## src/rtl/cordic_rr_scheduler_pkg.sv

```systemverilog
// cordic_rr_scheduler_pkg: shared constants and sizing helpers for the CORDIC scheduler
package cordic_rr_scheduler_pkg;
  localparam logic [31:0] ANG_0  = 32'h0000_0000;
  localparam logic [31:0] ANG_45 = 32'h2000_0000;
  localparam logic [31:0] ANG_60 = 32'h2AAA_AAAA;
  localparam logic [31:0] ANG_75 = 32'h3555_5555;
  localparam logic [31:0] ANG_90 = 32'h4000_0000;
  localparam int X_INIT = 19429;
  localparam int AMPLITUDE = 32000;
  function automatic int tag_w(input int n);
    return n > 1 ? $clog2(n) : 1;
  endfunction
endpackage

```

## src/rtl/cordic_rr_scheduler_if.sv

```systemverilog
// cordic_rr_scheduler_if: requester, core and response signals of the CORDIC scheduler
interface cordic_rr_scheduler_if #(
  parameter int N_REQ    = 2,
  parameter int WIDTH    = 16,
  parameter int ANGLE_W  = 32,
  parameter int PIPE_LAT = 16
);
  localparam int IW = $clog2(PIPE_LAT + 2);
  logic                     en;
  logic [N_REQ-1:0]         req_valid;
  logic [N_REQ*ANGLE_W-1:0] req_angle;
  logic [N_REQ-1:0]         req_ready;
  logic [WIDTH-1:0]         cordic_x_in;
  logic [WIDTH-1:0]         cordic_y_in;
  logic [ANGLE_W-1:0]       cordic_angle;
  logic [WIDTH-1:0]         cordic_cos;
  logic [WIDTH-1:0]         cordic_sin;
  logic [N_REQ-1:0]         rsp_valid;
  logic [WIDTH-1:0]         rsp_cos;
  logic [WIDTH-1:0]         rsp_sin;
  logic [IW-1:0]            inflight;
  logic                     idle;
  modport master (
    input  en, req_valid, req_angle, cordic_cos, cordic_sin,
    output req_ready, cordic_x_in, cordic_y_in, cordic_angle, rsp_valid, rsp_cos, rsp_sin, inflight, idle
  );
  modport slave (
    output en, req_valid, req_angle, cordic_cos, cordic_sin,
    input  req_ready, cordic_x_in, cordic_y_in, cordic_angle, rsp_valid, rsp_cos, rsp_sin, inflight, idle
  );
endinterface

```

## src/rtl/cordic_rr_scheduler_rr_arbiter.sv

```systemverilog
// rr_arbiter: round-robin one-hot grant searching upward from a rotating pointer
module rr_arbiter
  import cordic_rr_scheduler_pkg::*;
#(
  parameter int N = 2,
  localparam int TW = tag_w(N)
) (
  input  logic          clk,
  input  logic          rst_n,
  input  logic          en,
  input  logic [N-1:0]  req,
  output logic [N-1:0]  gnt,
  output logic [TW-1:0] gnt_idx,
  output logic          gnt_any
);
  logic [TW-1:0] ptr_q, ptr_d;
  logic          hit;
  always_comb begin
    hit = 1'b0;
    gnt_idx = '0;
    // walk from farthest to nearest so the candidate closest to the pointer wins
    for (int k = N - 1; k >= 0; k--) begin
      if (req[(int'(ptr_q) + k) % N]) begin
        hit = 1'b1;
        gnt_idx = TW'((int'(ptr_q) + k) % N);
      end
    end
    gnt_any = hit & en & rst_n;
    gnt = gnt_any ? N'(1) << gnt_idx : '0;
    ptr_d = gnt_any ? (gnt_idx == TW'(N - 1) ? '0 : gnt_idx + TW'(1)) : ptr_q;
  end
  always_ff @(posedge clk or negedge rst_n) begin
    if (!rst_n) ptr_q <= '0;
    else        ptr_q <= ptr_d;
  end
endmodule

```

## src/rtl/cordic_rr_scheduler.sv

```systemverilog
// cordic_rr_scheduler: shares one pipelined CORDIC core among requesters, routing results by tag
module cordic_rr_scheduler
  import cordic_rr_scheduler_pkg::*;
#(
  parameter int N_REQ    = 2,
  parameter int WIDTH    = 16,
  parameter int ANGLE_W  = 32,
  parameter int PIPE_LAT = 16,
  parameter int X_INIT   = cordic_rr_scheduler_pkg::X_INIT
) (
  input logic clk,
  input logic rst_n,
  cordic_rr_scheduler_if.master bus
);
  localparam int TW = tag_w(N_REQ);
  localparam int IW = $clog2(PIPE_LAT + 2);
  logic [N_REQ-1:0]               gnt;
  logic [TW-1:0]                  gnt_idx;
  logic                           gnt_any;
  logic [ANGLE_W-1:0]             angle_q, angle_d;
  logic [PIPE_LAT:0]              dl_valid_q, dl_valid_d;
  logic [PIPE_LAT:0][TW-1:0]      dl_tag_q, dl_tag_d;
  logic [N_REQ-1:0]               rsp_valid_q, rsp_valid_d;
  logic [WIDTH-1:0]               rsp_cos_q, rsp_cos_d, rsp_sin_q, rsp_sin_d;
  logic [IW-1:0]                  inflight_q, inflight_d;
  logic                           tail_valid;
  rr_arbiter #(.N(N_REQ)) u_arb (
    .clk     (clk),
    .rst_n   (rst_n),
    .en      (bus.en),
    .req     (bus.req_valid),
    .gnt     (gnt),
    .gnt_idx (gnt_idx),
    .gnt_any (gnt_any)
  );
  // the tail stage lines up with the cycle the core presents that operation's result
  assign tail_valid = dl_valid_q[PIPE_LAT];
  always_comb begin
    angle_d = gnt_any ? bus.req_angle[gnt_idx*ANGLE_W +: ANGLE_W] : angle_q;
    dl_valid_d = {dl_valid_q[PIPE_LAT-1:0], gnt_any};
    dl_tag_d = {dl_tag_q[PIPE_LAT-1:0], gnt_idx};
    rsp_valid_d = tail_valid ? N_REQ'(1) << dl_tag_q[PIPE_LAT] : '0;
    rsp_cos_d = tail_valid ? bus.cordic_cos : rsp_cos_q;
    rsp_sin_d = tail_valid ? bus.cordic_sin : rsp_sin_q;
    inflight_d = inflight_q + IW'(gnt_any) - IW'(tail_valid);
  end
  always_ff @(posedge clk or negedge rst_n) begin
    if (!rst_n) begin
      angle_q <= '0;
      dl_valid_q <= '0;
      dl_tag_q <= '0;
      rsp_valid_q <= '0;
      rsp_cos_q <= '0;
      rsp_sin_q <= '0;
      inflight_q <= '0;
    end else begin
      angle_q <= angle_d;
      dl_valid_q <= dl_valid_d;
      dl_tag_q <= dl_tag_d;
      rsp_valid_q <= rsp_valid_d;
      rsp_cos_q <= rsp_cos_d;
      rsp_sin_q <= rsp_sin_d;
      inflight_q <= inflight_d;
    end
  end
  assign bus.req_ready    = gnt;
  assign bus.cordic_x_in  = WIDTH'(X_INIT);
  assign bus.cordic_y_in  = '0;
  assign bus.cordic_angle = angle_q;
  assign bus.rsp_valid    = rsp_valid_q;
  assign bus.rsp_cos      = rsp_cos_q;
  assign bus.rsp_sin      = rsp_sin_q;
  assign bus.inflight     = inflight_q;
  assign bus.idle         = inflight_q == '0 && !gnt_any;
endmodule
```

## src/flat_wrapper.sv

```systemverilog
// flat-port wrapper written by rule: the top's interface ports become plain ports
module cordic_rr_scheduler_flat import cordic_rr_scheduler_pkg::*;
#(
  parameter int N_REQ    = 2,
  parameter int WIDTH    = 16,
  parameter int ANGLE_W  = 32,
  parameter int PIPE_LAT = 16,
  parameter int X_INIT   = cordic_rr_scheduler_pkg::X_INIT
)
  (clk, rst_n, bus_en, bus_req_valid, bus_req_angle, bus_cordic_cos, bus_cordic_sin, bus_req_ready, bus_cordic_x_in, bus_cordic_y_in, bus_cordic_angle, bus_rsp_valid, bus_rsp_cos, bus_rsp_sin, bus_inflight, bus_idle);
  cordic_rr_scheduler_if #(.N_REQ(N_REQ), .WIDTH(WIDTH), .ANGLE_W(ANGLE_W), .PIPE_LAT(PIPE_LAT)) bus_i ();
  input logic clk;
  input logic rst_n;
  input wire logic [$bits(bus_i.en)-1:0] bus_en;
  input wire logic [$bits(bus_i.req_valid)-1:0] bus_req_valid;
  input wire logic [$bits(bus_i.req_angle)-1:0] bus_req_angle;
  input wire logic [$bits(bus_i.cordic_cos)-1:0] bus_cordic_cos;
  input wire logic [$bits(bus_i.cordic_sin)-1:0] bus_cordic_sin;
  output wire logic [$bits(bus_i.req_ready)-1:0] bus_req_ready;
  output wire logic [$bits(bus_i.cordic_x_in)-1:0] bus_cordic_x_in;
  output wire logic [$bits(bus_i.cordic_y_in)-1:0] bus_cordic_y_in;
  output wire logic [$bits(bus_i.cordic_angle)-1:0] bus_cordic_angle;
  output wire logic [$bits(bus_i.rsp_valid)-1:0] bus_rsp_valid;
  output wire logic [$bits(bus_i.rsp_cos)-1:0] bus_rsp_cos;
  output wire logic [$bits(bus_i.rsp_sin)-1:0] bus_rsp_sin;
  output wire logic [$bits(bus_i.inflight)-1:0] bus_inflight;
  output wire logic [$bits(bus_i.idle)-1:0] bus_idle;
  assign bus_i.en = bus_en;
  assign bus_i.req_valid = bus_req_valid;
  assign bus_i.req_angle = bus_req_angle;
  assign bus_i.cordic_cos = bus_cordic_cos;
  assign bus_i.cordic_sin = bus_cordic_sin;
  assign bus_req_ready = bus_i.req_ready;
  assign bus_cordic_x_in = bus_i.cordic_x_in;
  assign bus_cordic_y_in = bus_i.cordic_y_in;
  assign bus_cordic_angle = bus_i.cordic_angle;
  assign bus_rsp_valid = bus_i.rsp_valid;
  assign bus_rsp_cos = bus_i.rsp_cos;
  assign bus_rsp_sin = bus_i.rsp_sin;
  assign bus_inflight = bus_i.inflight;
  assign bus_idle = bus_i.idle;
  cordic_rr_scheduler #(.N_REQ(N_REQ), .WIDTH(WIDTH), .ANGLE_W(ANGLE_W), .PIPE_LAT(PIPE_LAT), .X_INIT(X_INIT)) u_core (.clk(clk), .rst_n(rst_n), .bus(bus_i));
endmodule
```

## config.mk

```make
export PLATFORM = sky130hd
export DESIGN_NAME = cordic_rr_scheduler_flat
export DESIGN_NICKNAME = d
export VERILOG_FILES = /design/src/rtl/cordic_rr_scheduler_pkg.sv /design/src/rtl/cordic_rr_scheduler_if.sv /design/src/rtl/cordic_rr_scheduler_rr_arbiter.sv /design/src/rtl/cordic_rr_scheduler.sv /design/src/flat_wrapper.sv
export SDC_FILE = /design/constraint.sdc
export NUM_CORES = 1
export LEC_CHECK = 0
export ABC_AREA = 0
export ABC_CLOCK_PERIOD_IN_PS = 2300
export BUFFER_PORTS_ARGS = -buffer_cell sky130_fd_sc_hd__buf_2
export CAP_MARGIN = 20
export CELL_PAD_IN_SITES_DETAIL_PLACEMENT = 0
export CELL_PAD_IN_SITES_GLOBAL_PLACEMENT = 1
export CORE_UTILIZATION = 35
export DETAILED_ROUTE_END_ITERATION = 8
export GPL_TIMING_DRIVEN = 0
export PLACE_DENSITY_LB_ADDON = 0.1
export SYNTH_ARGS = -nofsm -noshare
export SYNTH_HDL_FRONTEND = slang
export SYNTH_SLANG_ARGS = --single-unit
```

## constraint.sdc

```tcl
create_clock -name clk -period 2.3 [get_ports clk]
set_input_delay 0.23 -clock clk [delete_from_list [all_inputs] [get_ports clk]]
set_output_delay 0.23 -clock clk [all_outputs]
set_load 0.05 [all_outputs]
```

==> results.md <==
- All-Layer GR Usage: 15.1%
- Initial core utilization: 36.1%
- Post-route minimum period: 2.05 ns
- Ys flop type: dfrtp_1
- Post-synth EDFFs: 0
- Wire length per cell: 13.6 um
- Tot Pwr: 5.99 mW
- Leakage: 3.03 nW
- Count leader, synth: dfrtp_1
- Post-Route Utilization: 50.4%
- Die Span Y: 111 um
- # diodes: 0
- Clk slew on worst S/H paths: 0.08 ns
- Min-delay worst type: in2reg
- Global-route met2 utilization: 24.1%
- Clk_skew: 0.0100 ns
- Top-area cell type share of the netlist area: 64.1%
- Post-CTS Setup Inserts: 0
- Final GP Congestion: 0.730
- Power per cell area: 1040 nW/um^2
- Initial drt markers: 85
- Syn Inst Count: 288
- Clock root buffer: clkbuf_16
- Core Area: 11500 um^2
- Vias in the first global route: 2908
- Avg Cell Area, Syn: 14.4 um^2
- Routed vias/inst: 4.34
- GR Util met1: 19.4%
- Register area share after synthesis: 64.1%
- Crit path max fanout: 10
- Yosys top cell by area: dfrtp_1
- Final-stage net count: 619
- Peak VDD IR: 384 uV
- Global route hottest layer: met2
- Filler Cells Inserted: 1049
- TritonCTS clock tree: yes
- Area Overhead vs Synth: 39.7%
- Fmax: 487 MHz
- Setup violators final: 0
- # clock sinks: 106
- Top cells by instance count after synthesis: dfrtp_1 (106), a221o_1 (32), buf_4 (32), mux2_2 (32), and2_0 (30)
- Share of cells above drive strength 1: 52.7%
- Max clock buf depth: 2
- DRC: 0
- Yosys cell types: 25
- Site Rows: 39
- Post-synth ARST share: 100%
- Vias: 2863
- Die ar.: 12300 um^2
- Period utilization: 89.2%
- CP startpoint kind: flip-flop
- Overflow after GRT: 0
- Outcome: finished, final reports clean
- Clock latency at the later pin of the worst-skew pair: 0.34 ns
- Synthesized area: 4140 um^2
- Maxcap violations: 0
- RSZ-0062 raised after global routing: no
- Inst Count DP: 636
- Final hold violation count: 0
- Worst Path Required: 2.07 ns
- CTS buffer count: 9
- Synth warn: 0
- Port bufs: 174
- Final std cells w/o fill: 659
- Met3 global-route usage: 5.25%
- DPL Wire Length: 6.38 mm
- Critical Path AT: 1.82 ns
- Largest net degree at the start of global routing: 45
- Final Slew Violations: 0
- CP endpoint kind: primary output
- Fin Setup TNS: 0 ns
- First-pass GRT wire length: 14.6 mm
- Die width: 111 um
- TritonRoute pass-1 iters: 4
- I/O Pins: 207
- Routed WL: 8.94 mm
- WS Path Type: reg2out
- Synth Register Bits: 106
- Synth area leaders: dfrtp_1 (64%), mux2_2 (8.7%), a221o_1 (7.7%)
- Min-Delay Path Depth: 2
- Post-route ant nets: 0
- Initial antenna violation count: 0
- R2r worst-path depth: 9
- H-tree Lvls: 3
## metal layers
layer  wire length [um]  part of all wire (%)
met1               3950                    44
met2               4250                    48
met3                671                   7.5
met4                 62                  0.69
met5                  0                     0
## registers in the layout (all words and copies together) (netlist names)
name,count
u_core.dl_tag_d,16
u_core.bus.inflight,5
u_core.dl_valid_q,17
u_core.bus.rsp_cos,16
u_core.bus.rsp_sin,16
u_core.dl_tag_q,1
u_core.bus.rsp_valid,2
u_core.bus.cordic_angle,32
u_core.u_arb.ptr_q,1
## power breakdown
part	switching, mW	leakage, nW	total (mW)	internal (mW)
combinational	1.49	1.57	2.15	0.658
sequential	0.154	1.31	2.32	2.17
clock	0.745	0.150	1.52	0.777
total	2.39	3.03	5.99	3.60
## cell usage in the layout (no fill, tap or decap), types with 3 or more instances in the layout
cell	n
buf_2	182
dfrtp_1	106
mux2_2	32
a221o_1	32
buf_4	32
conb_1	32
and2_0	30
inv_1	11
clkbuf_16	9
ha_1	6
clkbuf_1	4
a21oi_1	3
and2_1	3
buf_16	3
dlygate4sd3_1	3
## stage by stage
step	hold WS, ns	setup WS (ns)	cell area [um^2]
finish	0.109	0.249	5780
global route	0.0883	0.0851	5780
CTS	0.0932	0.190	5780
detailed placement	0.281	-0.738	5330
global placement	0.336	-2.00	5300
floorplan	-0.0656	0.197	4250
## timing repair
item	4_1_cts	5_1_grt
hold endpoints to repair	44	0
setup endpoints to repair	6	0
gates resized for setup	2	0
hold buffers	6	0
## logic make-up after synthesis
kind of cell | share of synthesized area (%)
other cells | 0.182
mux | 8.71
xor+xnor | 0.847
buf+inv | 8.35
simple gates | 5.93
compound gates | 9.56
flops | 64.1
fa+ha+maj | 2.30
## worst max-delay path: stages, from the launching register on
cell and delay (ns):
dfrtp_1 0.41, inv_1 0.08, a211oi_2 0.37, buf_2 0.31, buf_2 0.30
## area by class of cell
type | instances | area [um^2] | area share (%)
clock buffer | 9 | 225 | 3.90
tap | 143 | 179 | 3.10
clock inverter | 7 | 81.3 | 1.41
timing repair buffer | 182 | 1050 | 18.1
sequential | 106 | 2650 | 45.9
inverter | 12 | 45.0 | 0.779
multi-input combinational | 155 | 1250 | 21.6
buffer | 45 | 300 | 5.19
## final timing paths
kind	to	slack (ns)	from
setup / recovery	bus_req_ready[1]	0.25	u_core.u_arb.ptr_q
hold / removal	u_core.bus.cordic_angle[28]	0.11	bus_req_angle[60]
setup reg to reg	u_core.bus.inflight[4]	0.40	u_core.bus.inflight[0]
hold reg to reg	u_core.dl_valid_q[12]	0.34	u_core.dl_valid_q[11]
max in group asynchronous	u_core.bus.rsp_sin[9]	1.49	rst_n
min in group asynchronous	u_core.bus.rsp_cos[13]	0.59	rst_n
(Power assumes the default switching activity.)
